**src/rtl/sync_fifo_pkg.sv**
```systemverilog
// Shared definitions for the synchronous FIFO and its write-side arbiter:
// arbiter FSM encodings and width helpers.
package sync_fifo_pkg;

    typedef enum logic [0:0] {
        ST_IDLE  = 1'b0,
        ST_GRANT = 1'b1
    } arb_state_e;

    // Address width for a FIFO of the given depth (at least one bit).
    function automatic int addr_width(input int depth);
        return (depth > 1) ? $clog2(depth) : 1;
    endfunction

    // Width of a counter that must hold the value 'max_count' itself.
    function automatic int count_width(input int max_count);
        return $clog2(max_count + 1);
    endfunction

endpackage

```
**src/rtl/rr_priority_picker.sv**
```systemverilog
// Combinational round-robin search: first set bit of req_vec, starting
// at last_idx+1 and wrapping modulo NUM_REQ.
module rr_priority_picker #(
    parameter int NUM_REQ = 4
) (
    input  logic [NUM_REQ-1:0]         req_vec,
    input  logic [$clog2(NUM_REQ)-1:0] last_idx,
    output logic                       found,
    output logic [$clog2(NUM_REQ)-1:0] index
);

    localparam int IW = $clog2(NUM_REQ);

    // cand_idx[gi] is the requester examined at search distance gi+1.
    logic [IW-1:0]      cand_idx [NUM_REQ];
    logic [NUM_REQ-1:0] cand_req;

    generate
        for (genvar gi = 0; gi < NUM_REQ; gi++) begin : g_cand
            assign cand_idx[gi] = IW'((int'(last_idx) + gi + 1) % NUM_REQ);
            assign cand_req[gi] = req_vec[cand_idx[gi]];
        end
    endgenerate

    // Scan from the farthest candidate inward so the nearest one wins.
    always_comb begin
        found = |cand_req;
        index = last_idx;
        for (int k = NUM_REQ - 1; k >= 0; k--) begin
            if (cand_req[k]) begin
                index = cand_idx[k];
            end
        end
    end

endmodule

```
**src/rtl/fifo_write_arbiter.sv**
```systemverilog
// Round-robin write arbiter: grants one requester at a time a burst of up to
// MAX_BURST beats into a downstream synchronous FIFO, never writing while full.
module fifo_write_arbiter
    import sync_fifo_pkg::*;
#(
    parameter int NUM_REQ    = 4,
    parameter int DATA_WIDTH = 8,
    parameter int MAX_BURST  = 4
) (
    input  logic                          clk,
    input  logic                          rst,
    input  logic [NUM_REQ-1:0]            req_valid,
    input  logic [NUM_REQ*DATA_WIDTH-1:0] req_data,
    output logic [NUM_REQ-1:0]            req_ready,
    input  logic                          fifo_full,
    output logic                          fifo_w_en,
    output logic [DATA_WIDTH-1:0]         fifo_data_in,
    output logic [$clog2(NUM_REQ)-1:0]    grant_id,
    output logic                          busy
);

    localparam int IW = $clog2(NUM_REQ);
    localparam int BW = count_width(MAX_BURST);
    localparam logic [BW-1:0] LAST_BEAT = BW'(MAX_BURST - 1);

    arb_state_e    state_reg;
    logic [IW-1:0] grant_id_reg;
    logic [IW-1:0] last_grant_reg;
    logic [BW-1:0] beat_cnt_reg;

    logic          pick_found;
    logic [IW-1:0] pick_index;

    logic [DATA_WIDTH-1:0] req_words [NUM_REQ];

    logic in_grant;
    logic granted_valid;
    logic beat_accept;

    assign in_grant      = (state_reg == ST_GRANT);
    assign granted_valid = req_valid[grant_id_reg];
    assign beat_accept   = in_grant & granted_valid & ~fifo_full;

    generate
        for (genvar gi = 0; gi < NUM_REQ; gi++) begin : g_port
            assign req_words[gi] = req_data[gi*DATA_WIDTH +: DATA_WIDTH];
            assign req_ready[gi] = in_grant & ~fifo_full & (grant_id_reg == IW'(gi));
        end
    endgenerate

    assign fifo_w_en    = beat_accept;
    assign fifo_data_in = req_words[grant_id_reg];
    assign grant_id     = grant_id_reg;
    assign busy         = in_grant;

    rr_priority_picker #(
        .NUM_REQ (NUM_REQ)
    ) u_picker (
        .req_vec  (req_valid),
        .last_idx (last_grant_reg),
        .found    (pick_found),
        .index    (pick_index)
    );

    always_ff @(posedge clk or posedge rst) begin
        if (rst) begin
            state_reg      <= ST_IDLE;
            grant_id_reg   <= '0;
            beat_cnt_reg   <= '0;
            last_grant_reg <= IW'(NUM_REQ - 1);
        end else begin
            case (state_reg)
                ST_IDLE: begin
                    if (pick_found && !fifo_full) begin
                        grant_id_reg <= pick_index;
                        state_reg    <= ST_GRANT;
                    end
                end
                ST_GRANT: begin
                    // A dropped valid means no beat this edge, so it ends the burst too.
                    if ((beat_accept && beat_cnt_reg == LAST_BEAT) || !granted_valid) begin
                        state_reg      <= ST_IDLE;
                        last_grant_reg <= grant_id_reg;
                        beat_cnt_reg   <= '0;
                    end else if (beat_accept) begin
                        beat_cnt_reg <= beat_cnt_reg + 1'b1;
                    end
                end
                default: state_reg <= ST_IDLE;
            endcase
        end
    end

endmodule

```
**config.mk**
```make
export PLATFORM = sky130hd
export DESIGN_NAME = fifo_write_arbiter
export DESIGN_NICKNAME = d
export VERILOG_FILES = /design/src/rtl/sync_fifo_pkg.sv /design/src/rtl/rr_priority_picker.sv /design/src/rtl/fifo_write_arbiter.sv
export SDC_FILE = /design/constraint.sdc
export NUM_CORES = 1
export LEC_CHECK = 0
export BUFFER_PORTS_ARGS = -buffer_cell sky130_fd_sc_hd__clkbuf_2
export CAP_MARGIN = 15
export CORE_ASPECT_RATIO = 0.75
export CORE_MARGIN = 2
export CORE_UTILIZATION = 43
export DETAILED_ROUTE_END_ITERATION = 6
export PLACE_DENSITY = 0.83
export RECOVER_POWER = 100
export SYNTH_ARGS = -nofsm -noshare
export SYNTH_HDL_FRONTEND = slang
export SYNTH_HIERARCHICAL = 1
export SYNTH_SLANG_ARGS = --single-unit
```
**constraint.sdc**
```tcl
create_clock -name clk -period 2.4 [get_ports clk]
set_input_delay 0.48 -clock clk [delete_from_list [all_inputs] [get_ports clk]]
set_output_delay 0.48 -clock clk [all_outputs]
set_load 0.005 [all_outputs]
```
## Word-level counts from Yosys, hierarchy flattened

Index checks and enable logic that the tools add are counted.

- Reduce and logical (&&, ||, !) cells: 11
- Add/subtract/negate cells: 7
- Muxes and demuxes: 22
- Magnitude comparators: 6
- Eq/ne operators: 4
- Bitwise operators: 10

Operators by type and width:

| cell | count |
|---|---|
| binary-select mux 8 bit (select 2 bit) | 1 |
| two-way mux 8 bit | 2 |
| < comparator 2 x 3 -> 1 bit, second input constant | 5 |
| adder 2 bit, second input constant | 5 |
| binary-select mux 1 bit (select 2 bit) | 5 |
| two-way mux 2 bit | 4 |
| bitwise AND 1 bit | 7 |
| two-way mux 1 bit | 7 |
| two-way mux 3 bit | 2 |
| AND reduction 2 bit | 3 |
| == test 2 bit, second input constant | 2 |
| OR reduction 4 bit | 1 |
| adder 3 x 1 -> 3 bit, second input constant | 1 |
| == test 3 x 2 -> 1 bit, second input constant | 1 |
| >= comparator 3 bit, second input constant | 1 |
| NOT 2 -> 3 bit | 1 |
| adder 2 x 1 -> 2 bit, second input constant | 1 |
| == test 2 x 1 -> 1 bit, second input constant | 1 |
| logical AND 1 bit | 2 |
| zero test 1 bit | 2 |
| zero test 2 bit | 1 |
| NOT 1 bit | 2 |
| one-hot mux 1 bit (2 select lines) | 1 |
| nonzero test 2 bit | 1 |
| logical OR 1 bit | 1 |

- Input bits: 39
- Bits in registers: 8
- Output and inout port bits: 16

## Logic depth before layout (Yosys ltp)

Gate-level depths: netlist of run 1.

- Depth after elaboration: 8
- Depth in mapped cells: 5
- Mapped depth without buffers: 5

## Cells and area by module

Netlist of run 1, hierarchy kept.

By module, submodules not included:

| module | instances | cells each | area an instance (um^2) |
|---|---|---|---|
| fifo_write_arbiter | 1 | 53 | 684.4 |
| rr_priority_picker | 1 | 14 | 72.6 |

## Worst setup path before layout of run 1

Ideal clock, no wire load.

- Path type: reg-to-output
- Start point: register grant_id_reg[0] (netlist: grant_id[0])
- End point: output fifo_data_in[0]
- Stages on the path, launching flop included: 4
- Data arrival time: 1.229 ns
- Required time: 1.920 ns
- Slack: 0.691 ns
- Path through: dfrtp_1 buf_6 buf_2 mux4_2

- Cells in the longest elaborated chain, start to end: 4

Ends and longest elaborated chain:

| element | RTL line | RTL |
|---|---|---|
| start: declaration | fifo_write_arbiter.sv:27 | `logic [IW-1:0] grant_id_reg;` |
| start signal: assignment | fifo_write_arbiter.sv:75 | `grant_id_reg <= pick_index;` |
| NOT 2 -> 3 bit (not written as such) | fifo_write_arbiter.sv:52 | `assign fifo_data_in = req_words[grant_id_reg];` |
| binary-select mux 8 bit (select 2 bit) | fifo_write_arbiter.sv:52 |  |
| two-way mux 8 bit (not written as such) (2 in series) | fifo_write_arbiter.sv:52 |  |
| end: declaration | fifo_write_arbiter.sv:17 | `output logic [DATA_WIDTH-1:0] fifo_data_in,` |

No other way between the ends. The select of a mux whose other input is x is not followed.

## Worst setup path in the final report of run 1

- Start point: register grant_id_reg[1] (netlist: grant_id[1])
- End point: output fifo_data_in[1]

Same word-level chain as after synthesis.

==> results of run 1 <==
==> cell type report <==
cell class	count	area share, %
clock buffers	3	2.13
flip-flops and latches	8	19.1
inverters	6	2.13
multi-input cells	49	47.9
well taps	22	2.60
repair buffers	57	26.1
==> synth_stat cells (3+ instances only) <==
cell                       instances  area share [%]
sky130_fd_sc_hd__nand2b_1          3             2.5
sky130_fd_sc_hd__nand2_1           4             2.0
sky130_fd_sc_hd__mux4_2            6              18
sky130_fd_sc_hd__mux2_2            5             7.4
sky130_fd_sc_hd__mux4_1            3              10
sky130_fd_sc_hd__inv_1             6             3.0
sky130_fd_sc_hd__dfrtp_1           6              20
sky130_fd_sc_hd__nor3b_1           3             3.0
sky130_fd_sc_hd__nor2_1            3             1.5
sky130_fd_sc_hd__a21oi_1           4             2.6
==> path summary, 6_finish.rpt <==
| path | from | to | slack [ns] |
|---|---|---|---|
| setup / recovery | grant_id[1]$_DFFE_PP0P_ | fifo_data_in[1] | 0.28 |
| hold / removal | rst | grant_id[1]$_DFFE_PP0P_ | 0.14 |
| setup reg to reg | grant_id[0]$_DFFE_PP0P_ | last_grant_reg[0]$_DFFE_PP1P_ | 0.86 |
| hold reg to reg | beat_cnt_reg[0]$_DFFE_PP0P_ | beat_cnt_reg[0]$_DFFE_PP0P_ | 0.49 |
| max in group asynchronous | rst | last_grant_reg[0]$_DFFE_PP1P_ | 1.97 |
| min in group clk | beat_cnt_reg[0]$_DFFE_PP0P_ | beat_cnt_reg[0]$_DFFE_PP0P_ | 0.49 |
==> worst max-delay path: cells and delay by family (launching register included) <==
family,cells,cell delay (ns)
multiplexers,1,0.37
buffers and inverters,2,0.52
flip-flops,1,0.50
==> power groups by stage <==
stage	clock (mW)	sequential, mW	combinational, mW
after floorplan	0	0.250	0.480
after global placement	0	0.276	0.655
after detailed placement	0	0.279	0.669
after CTS	0.104	0.276	0.673
after global routing	0.113	0.289	0.715
final	0.101	0.275	0.645
==> through the flow <==
step	hold slack [ns]	area [sq um]	std cells	total power, mW
detailed placement	0.427	1050	142	0.948
global route	0.176	1060	145	1.12
floorplan	0.294	757	67	0.730
global placement	0.412	1050	142	0.930
CTS	0.155	1070	145	1.05
finish	0.144	1060	145	1.02
==> layer usage <==
layer | up-vias | global-route usage, %
met5 | - | 0
met4 | 0 | 3.85
met3 | 4 | 7.46
met2 | 42 | 36.6
met1 | 369 | 22.1
li1 | 375 | -
==> logic make-up (layout without fill, tap and decap cells) <==
family,after synthesis,after routing
AOI/OAI and AO/OA,13,13
adders and majority gates,2,2
buffers and inverters,10,66
DFF,8,8
muxes,16,16
and+or+nand+nor,18,18
==> impl_metrics.yaml, run 1 <==
cts:
  cts_setup_buffers: 0
  clk_latency_ns: 0.25
  cts_root_buffer: "sky130_fd_sc_hd__clkbuf_4"
  path_clk_slew_ns: 0.05
  clock_buffer_count_from_cts: 3
  hold_buffers: 0
  clockBufferDepth: 2
  cts_max_level: 1
  ctsResizeCount: 0
  tritoncts: "built"
  cts.sinks: 8
synth:
  synth_adder_area_share_pct: 3.31
  synth.yosys.warnings: 6
  postSynthCellCount: 67
  yosys.area_share.simple_pct: 13.6
  post_synth_edffs: 0
  yosys.cell_types.count: 27
  yosysSeqAreaShare_pct: 26.8
  synth_area_sq_um: 757
  postSynth.topFlopCell: "sky130_fd_sc_hd__dfrtp_1"
  synth_area_per_cell_sq_um: 11.3
  synth-compound-area-share_pct: 11.7
  synth_async_sr_flop_share_pct: 100
  largest_family_of_logic_cells_by_synthesized_area: "multiplexers"
  synth-seq-cells: 8
  synth_xor_xnor_area_share_pct: 0
  synth.mux.area_fraction_pct: 38.3
  synthesis.nets: 108
detailed_routing:
  totalWireLength_mm: 1.92
  viasPerCell: 5.45
  met1Wirelength_um: 759
  detail_route.iter0.violations: 9
  number_of_vias_after_detailed_routing: 790
  drc: 0
  drt-wirelength-per-cell_um: 13.2
  met2_length_um: 933
  uppermost_signal_routing_layer_after_detailed_routing: "met4"
  detailedRoute.firstPassIterationCount: 4
  dr_wl_met3_um: 208
  detail-route-antenna-nets: 0
timing:
  hold_viol: 0
  layout_worst_path_cycle_share_pct: 88.4
  clock.fmax_mhz: 471
  slew_viol_final: 0
  worst_slew_margin_rel_pct: 65.1
  worst_pin_slew_ns: 0.522
  rsz0062_at_grt: "false"
  fin_ws_ns: 0.278
  period_minus_slack_ns: 2.12
  timing.clock.skew_ns: 0.00158
  fin_setup_tns_ns: 0
  setup_viol: 0
power:
  worst_ir_drop_vdd_uv: 758
  combinationalPowerShare_pct: 63.1
  net-switching-power_uw: 396
  power_switching_share_pct: 38.8
  cellPowerDensity_nw_per_um2: 965
  power_report.internal_total_uw: 625
  power.share.clock_pct: 9.9
  leakage_nw: 0.513
  power.sequential.fraction_pct: 26.9
placement:
  post-dp-hpwl_mm: 1.59
  place_worst_setup_slack_ns: 0.513
  gp_congestion: 0.906
  io_buffers: 54
final_layout:
  layout_commonest_cell: "sky130_fd_sc_hd__clkbuf_2"
  antenna-diode-count: 0
  drive_above_1_share_pct: 51.2
  multi_input_comb_area_sq_um: 507
  final_net_count: 166
  flip_flop_count_of_the_largest_register_all_copies_and_words_added: 3
  most_frequent_cells_in_the_layout: "sky130_fd_sc_hd__clkbuf_2, sky130_fd_sc_hd__clkbuf_1, sky130_fd_sc_hd__inv_1, sky130_fd_sc_hd__mux4_2, sky130_fd_sc_hd__dfrtp_1"
  area.growth.synth_to_final_pct: 39.8
  final_core_util_pct: 62.6
  seqCellArea_sq_um: 203
  fill_cells: 147
worst_setup_path:
  r2r.worst_path.cells: 3
  crit_required_ns: 1.92
  path_class: "flip-flop to output pin"
  worst_ep_arrival_time_ns: 1.64
  worstPathCellList: "clkbuf_1 > mux4_2 > clkbuf_2"
  critical_path.endpoint_type: "output pin"
  critical_path.startpoint_type: "flip-flop"
  timing.critical_path.slowest_stage_cell: "sky130_fd_sc_hd__dfrtp_1"
  largest_incremental_delay_on_the_critical_path_ns: 0.50
  timing.critical_path.fanout_max: 9
floorplanning:
  dieArea_sq_um: 2120
  initial_utilization_pct: 44.7
  chipWidth_um: 52.5
  design.portCount: 55
  fp.dieH_um: 40.3
  core_footprint_sq_um: 1690
  placementRows: 13
flow_run:
  max_cap_violations: 0
global_routing:
  globalRouteOverflowTotal: 0
  gr-usage-all-layers_pct: 19.7
  via_count_of_the_first_global_routing_pass: 685
  grt_pass1_wl_mm: 2.91
  initial_antenna_violation_count: 0
  grt_max_degree: 10
min_path:
  min-delay-path-class: "primary input to async pin"
run_status:
  outcome: "complete, no violations"
No activity file was read; power rests on OpenSTA's default activity.
==> inputs of run 2 (changes only) <==
--- a/config.mk
+++ b/config.mk
@@ -12,7 +12,6 @@
 export CORE_UTILIZATION = 43
 export DETAILED_ROUTE_END_ITERATION = 6
 export PLACE_DENSITY = 0.83
-export RECOVER_POWER = 100
 export SYNTH_ARGS = -nofsm -noshare
 export SYNTH_HDL_FRONTEND = slang
 export SYNTH_HIERARCHICAL = 1
==> impl_metrics.yaml, run 2 (same netlist as run 1, synthesis figures left out) <==
timing:
  period_minus_slack_ns: 2.00
  fin_setup_tns_ns: 0
  layout_worst_path_cycle_share_pct: 83.1
  slew_viol_final: 0
  fin_ws_ns: 0.405
  setup_viol: 0
  worst_slew_margin_rel_pct: 65.1
  worst_pin_slew_ns: 0.522
  clock.fmax_mhz: 501
  rsz0062_at_grt: "false"
  hold_viol: 0
  fin_hold_ws_ns: 0.146
  timing.clock.skew_ns: 0.00181
detailed_routing:
  drc: 0
  uppermost_signal_routing_layer_after_detailed_routing: "met4"
  detailedRoute.firstPassIterationCount: 4
  viasPerCell: 5.45
  met2_length_um: 925
  number_of_vias_after_detailed_routing: 790
  dr_wl_met3_um: 202
  totalWireLength_mm: 1.89
  met1Wirelength_um: 745
  detail_route.iter0.violations: 14
  drt-wirelength-per-cell_um: 13.0
  detail-route-antenna-nets: 0
min_path:
  min-delay-path-class: "primary input to async pin"
global_routing:
  initial_antenna_violation_count: 0
  via_count_of_the_first_global_routing_pass: 685
  grt_pass1_wl_mm: 2.91
  grt_max_degree: 10
  globalRouteOverflowTotal: 0
  gr-usage-all-layers_pct: 19.7
cts:
  clk_latency_ns: 0.25
  clock_buffer_count_from_cts: 3
  cts_max_level: 1
  clockBufferDepth: 2
  cts_root_buffer: "sky130_fd_sc_hd__clkbuf_4"
  path_clk_slew_ns: 0.05
  cts_setup_buffers: 0
  ctsResizeCount: 0
  tritoncts: "built"
  cts.sinks: 8
  hold_buffers: 0
worst_setup_path:
  regToRegEndpoint: "last_grant_reg[0]$_DFFE_PP1P_"
  critical_path_cell_count: 3
  crit_required_ns: 1.92
  worst-path-buf-inv: 2
  critical_path.startpoint_type: "flip-flop"
  timing.critical_path.slowest_stage_cell: "sky130_fd_sc_hd__mux4_1"
  critical_path.endpoint_type: "output pin"
  r2r.worst_path.cells: 3
  regToRegSetupSlack_ns: 0.86
  critical-path-top-delay-family: "multiplexers"
  path_class: "flip-flop to output pin"
  worstPathCellList: "buf_4 > mux4_1 > clkbuf_2"
  setup.worst_path.start: "grant_id[0]$_DFFE_PP0P_"
  timing.critical_path.fanout_max: 8
  worst_ep_arrival_time_ns: 1.52
  largest_incremental_delay_on_the_critical_path_ns: 0.56
  rr_startpoint: "grant_id[0]$_DFFE_PP0P_"
  cp-endpoint: "fifo_data_in[5]"
floorplanning:
  chipWidth_um: 52.5
  fp.dieH_um: 40.3
  initial_utilization_pct: 44.7
  core_footprint_sq_um: 1690
  placementRows: 13
  dieArea_sq_um: 2120
  design.portCount: 55
final_layout:
  antenna-diode-count: 0
  instances_no_fill: 145
  seqCellArea_sq_um: 203
  drive_above_1_share_pct: 60.2
  area.growth.synth_to_final_pct: 42.0
  fill_cells: 140
  most_frequent_cells_in_the_layout: "sky130_fd_sc_hd__clkbuf_2, sky130_fd_sc_hd__inv_1, sky130_fd_sc_hd__mux4_2, sky130_fd_sc_hd__dfrtp_1, sky130_fd_sc_hd__mux2_2"
  multi_input_comb_area_sq_um: 507
  flip_flop_count_of_the_largest_register_all_copies_and_words_added: 3
  layout_commonest_cell: "sky130_fd_sc_hd__clkbuf_2"
  final_core_util_pct: 63.5
  final_net_count: 166
power:
  worst_ir_drop_vdd_uv: 769
  leakage_nw: 0.547
  cellPowerDensity_nw_per_um2: 971
placement:
  post-dp-hpwl_mm: 1.59
  dp_cells: 142
  place_worst_setup_slack_ns: 0.513
  io_buffers: 54
  gp_congestion: 0.906
run_status:
  outcome: "complete, no violations"
flow_run:
  max_cap_violations: 0
run 2: metrics by stage:
step           area, sq um  power [mW]
2_1_floorplan          757       0.730
3_3_place_gp          1050       0.930
3_5_place_dp          1050       0.948
4_1_cts               1070        1.05
5_1_grt               1070        1.14
6_report              1070        1.04
run 2: worst min-delay path by stage:
stage / to / slack, ns / cells after the start
2_1_floorplan: beat_cnt_reg[0]$_DFFE_PP0P_ / 0.29 / 1
4_1_cts: beat_cnt_reg[1]$_DFFE_PP0P_ / 0.15 / 2
5_1_grt: grant_id[1]$_DFFE_PP0P_ / 0.18 / 2
3_5_place_dp: beat_cnt_reg[1]$_DFFE_PP0P_ / 0.43 / 2
3_3_place_gp: busy$_DFF_PP0_ / 0.41 / 2
6_report: grant_id[1]$_DFFE_PP0P_ / 0.15 / 2
run 2: metal layers:
| metal | track usage [%] | up-vias |
|---|---|---|
| li1 | - | 375 |
| met1 | 22.1 | 373 |
| met2 | 36.6 | 38 |
| met3 | 7.46 | 4 |
| met4 | 3.85 | 0 |
| met5 | 0 | - |
run 2: cell type report:
| class | instances | area share, % |
|---|---|---|
| multi-input cells | 49 | 47.1 |
| well taps | 22 | 2.56 |
| inverters | 6 | 2.10 |
| flip-flops and latches | 8 | 18.9 |
| repair buffers | 57 | 27.2 |
| clock buffers | 3 | 2.10 |
run 2: where the power goes:
part	leakage, nW	internal, mW	switching [mW]
logic	0.437	0.388	0.278
registers	0.0965	0.202	0.0737
clock network	0.0138	0.0571	0.0438
total	0.547	0.647	0.396
